$ cat config.mk
export PLATFORM = sky130hd
export DESIGN_NAME = arm_data_packer
export DESIGN_NICKNAME = d
export VERILOG_FILES = /design/src/rtl/arm_data_packer.sv
export SDC_FILE = /design/constraint.sdc
export NUM_CORES = 1
export LEC_CHECK = 0
export BUFFER_PORTS_ARGS = -buffer_cell sky130_fd_sc_hd__buf_2
export CAP_MARGIN = 20
export CORE_AREA = 2 2 413 415
export DETAILED_ROUTE_END_ITERATION = 7
export DIE_AREA = 0 0 415 417
export HOLD_SLACK_MARGIN = 0.1
export MAX_ROUTING_LAYER = met4
export SYNTH_ARGS = -nofsm -noshare
export SYNTH_HDL_FRONTEND = slang
export SYNTH_SLANG_ARGS = --single-unit
$ cat constraint.sdc
create_clock -name clk -period 3.1 [get_ports clk]
set_input_delay 0.62 -clock clk [delete_from_list [all_inputs] [get_ports clk]]
set_output_delay 0.62 -clock clk [all_outputs]
set_load 0.02 [all_outputs]
$ cat src/rtl/arm_data_packer.sv
// Collects WORDS input words of WORD_W bits into one wide operand, word 0 least
// significant, and holds it until the consumer takes it. Ends early on in_last.
module arm_data_packer #(
  parameter int unsigned WORD_W = 32,
  parameter int unsigned WORDS  = 32
) (
  input  logic                               clk,
  input  logic                               resetn,
  input  logic [WORD_W-1:0]                  in_data,
  input  logic                               in_valid,
  input  logic                               in_last,
  output logic                               in_ready,
  input  logic                               flush,
  output logic [WORD_W*WORDS-1:0]            out_data,
  output logic                               out_valid,
  input  logic                               out_ready,
  output logic [$clog2(WORDS):0]             word_count
);

  localparam int unsigned OUT_W = WORD_W * WORDS;
  localparam int unsigned CW    = $clog2(WORDS) + 1;

  typedef enum logic {FILL, HOLD} state_t;

  state_t           state_q;
  logic [OUT_W-1:0] data_q;
  logic             valid_q;
  logic [CW-1:0]    count_q;

  assign in_ready   = (state_q == FILL) && !flush;
  assign out_data   = data_q;
  assign out_valid  = valid_q;
  assign word_count = count_q;

  always_ff @(posedge clk or negedge resetn) begin
    if (!resetn) begin
      state_q <= FILL;
      data_q  <= '0;
      valid_q <= 1'b0;
      count_q <= '0;
    end else if (flush) begin
      state_q <= FILL;
      data_q  <= '0;
      valid_q <= 1'b0;
      count_q <= '0;
    end else begin
      case (state_q)
        FILL: begin
          // count_q < WORDS here: reaching the last slot always moves to HOLD
          if (in_valid) begin
            for (int unsigned i = 0; i < WORDS; i++) begin
              if (count_q == CW'(i)) data_q[i*WORD_W +: WORD_W] <= in_data;
            end
            count_q <= count_q + CW'(1);
            if (in_last || (count_q == CW'(WORDS - 1))) begin
              state_q <= HOLD;
              valid_q <= 1'b1;
            end
          end
        end
        HOLD: begin
          if (out_ready) begin
            state_q <= FILL;
            data_q  <= '0;
            valid_q <= 1'b0;
            count_q <= '0;
          end
        end
        default: begin
          state_q <= FILL;
          data_q  <= '0;
          valid_q <= 1'b0;
          count_q <= '0;
        end
      endcase
    end
  end

endmodule

==> reports/metrics.yaml <==
pwr:
  p_leak_nw: 33.7
  vdd_drop_max_mv: 0.492
  p_total_mw: 29.9
  powerDensity_nw_per_um2: 542
job:
  drv_cap: 0
placement:
  dp_slack_ns: 0.438
  post-dp-hpwl_um: 117000
  place.gp.congestion: 0.866
  portBuffers: 1069
synth:
  syn-num-nets: 3493
  yosysTopAreaCell: "dfrtp_1"
  synthesis.yosys.warnings: 0
  synth_cells: 3450
  yosysTopAreaCellShare_pct: 60.3
  synth.area.top_cells: "dfrtp_1 (60%), mux2i_1 (22%), nand2_1 (8.5%), mux2_2 (2.5%), buf_6 (1.8%)"
  synth.distinct_cells: 35
  synth_area_um2: 42800
  ys_ff_latch: 1032
  ys_seq_area_share_pct: 60.3
  syn_area_per_cell_um2: 12.4
clocking:
  cts_root_buf: "clkbuf_16"
  clk_pin_slew_ns: 0.06
  cts_buffer_depth: 3
  cts_sinks: 1032
  cts_resized: 0
  htreeDepth: 3
  insertion_delay_ns: 0.76
  cts_tree: "done"
  numCtsBuffers: 112
  cts_setup_buffers: 0
  hold_buffers: 1
routing:
  routed-via-count: 31322
  vias_per_cell: 4.61
  drt_wl_total_um: 173000
  wire_per_inst_um: 25.4
  final_antenna_net_count: 0
  firstDrtPassIters: 7
  route.detailed.drc: 0
  initialDrtViolationCount: 2465
critical_path:
  cp_data_arrival_time_ns: 2.18
  crit_slowest_cell: "dfrtp_1"
  cp_max_fo: 23
  required_ns: 2.48
  critPathCaptureType: "output pin"
  cp-start-kind: "flip-flop"
  cp_cell_sequence: "nor2_4, buf_12, buf_2"
  critPathMaxStageDelay_ns: 0.58
  path_class: "flip-flop to output pin"
timing:
  setup_viol: 0
  drv_slew: 0
  fin_crit_ns: 2.80
  hold_viol_final: 0
  rsz0062_at_grt: "no"
  skew_ns: 0.0241
  final.period_utilization_pct: 90.2
  fmax_ghz: 0.358
  finalSetupTns_ns: 0
  setup_ws_ns: 0.304
  relSlewSlack_pct: 42.2
  tightest_slew_ns: 0.866
final_layout:
  fin_nets: 4521
  final_layout_size_suffix_gt1_share_pct: 34.7
  num-fill-cells: 17103
  syn2layout_area_growth_pct: 29.1
die:
  core_um2: 169000
  die_height_um: 417
  initial_utilization_pct: 25.4
  rows: 151
  die-width_um: 415
  ios: 1070
  dieArea_um2: 173000
global_routing:
  grt_usage_pct: 19.9
  overflow: 0
  grt_pass1_vias: 31843
  antenna_found_initial: 11
  grt_pass1_wl_um: 242000
  grt_max_degree: 117
outcome:
  status: "finished, final reports clean"
min_path:
  hp-class: "input port to flip-flop"
per-layer routing:
layer,GRT usage (%),wire [um],share of wire (%),up-vias
li1,-,-,-,13474
met1,23.4,68600,40,16422
met2,32.9,85800,50,1095
met3,4.04,9960,5.8,331
met4,8.96,8360,4.8,0
met5,-,0,0,-
worst max-delay path, delay by kind of cell (launching register included):
family        cells  cell delay [ns]
buf+inv           2             0.42
flops             1             0.58
simple gates      1             0.39
cell usage in the layout, fill, tap and decap left out, types with 2 or more instances in the layout:
master,count
a21oi_1,3
a31o_2,3
and2_1,32
and4bb_2,3
buf_12,78
buf_2,1068
buf_4,89
bufinv_16,4
clkbuf_1,31
clkbuf_16,112
clkbuf_8,30
clkinv_2,16
clkinv_4,3
clkinv_8,3
clkinvlp_4,3
dfrtp_1,1032
diode_2,5
ha_1,5
inv_1,3
inv_6,5
mux2_2,96
mux2i_1,928
nand2_1,932
nand2_2,32
nand2b_1,3
nand3_1,4
nand4_1,2
nor4b_4,3
o211ai_1,2
o211ai_4,29
o21ai_0,2
or4_1,2
final cells by class:
type / instances / area [um^2] / area share (%)
antenna: 5 / 12.5 / 0.0226
multi-input combinational: 2092 / 15300 / 27.7
timing repair buffer: 1237 / 7600 / 13.8
inverter: 3 / 11.3 / 0.0204
clock inverter: 36 / 373 / 0.675
sequential: 1032 / 25800 / 46.7
tap: 2218 / 2780 / 5.02
clock buffer: 173 / 3330 / 6.03
cells in the mapped netlist:
cell,number
a211oi_1,1
a21o_1,1
a21oi_1,3
a21oi_2,1
a31o_2,3
a32o_1,1
and2_1,32
and4b_1,1
and4bb_2,3
buf_1,1
buf_2,19
buf_4,40
buf_6,68
clkbuf_1,193
clkbuf_4,2
dfrtp_1,1032
ha_1,5
inv_1,3
mux2_2,96
mux2i_1,928
nand2_1,964
nand2b_1,3
nand3_1,4
nand4_1,2
nor2_1,2
nor2b_1,1
nor4_4,1
nor4b_4,3
o211ai_1,2
o211ai_2,17
o211ai_4,12
o21ai_0,2
o311ai_0,1
o41ai_1,1
or4_1,2
registers in the layout, indices dropped and copies added, names as in the netlist:
register / cells
state_q: 1
out_valid: 1
out_data: 1024
word_count: 6
through the flow:
stage | hold WS, ns | util [%] | cells | area, um^2
6_report | 0.208 | 32.8 | 6796 | 55200
5_1_grt | 0.181 | 32.8 | 6796 | 55200
4_1_cts | 0.122 | 32.8 | 6791 | 55200
3_5_place_dp | 0.483 | 30.6 | 6581 | 51500
3_3_place_gp | 0.471 | 30.6 | 6581 | 51500
2_1_floorplan | 0.324 | - | 3450 | 42800
power breakdown:
part	leakage, nW	internal (mW)	switching, mW
sequential	14.3	13.7	0.119
clock	1.82	7.74	5.81
combinational	17.5	0.688	1.91
final timing paths:
| path | start | endpoint | slack (ns) | cells after the start |
|---|---|---|---|---|
| hold reg to reg | out_valid | out_valid | 0.48 | 2 |
| setup reg to reg | state_q | out_data[615] | 0.68 | 5 |
| min in group asynchronous | resetn | out_data[1005] | 0.55 | 2 |
| hold / removal | in_valid | out_valid | 0.21 | 3 |
| max in group asynchronous | resetn | out_data[436] | 1.55 | 4 |
| setup / recovery | state_q | in_ready | 0.30 | 3 |
kinds of logic after synthesis:
| family | after synthesis | share of synthesized area [%] |
|---|---|---|
| AO/OA/AOI/OAI | 45 | 1.37 |
| flip-flops | 1032 | 60.3 |
| buffers and inverters | 326 | 4.48 |
| adder cells (fa/ha/maj) | 5 | 0.146 |
| multiplexers | 1024 | 24.2 |
| AND/OR/NAND/NOR | 1018 | 9.44 |
(Power assumes the default switching activity.)
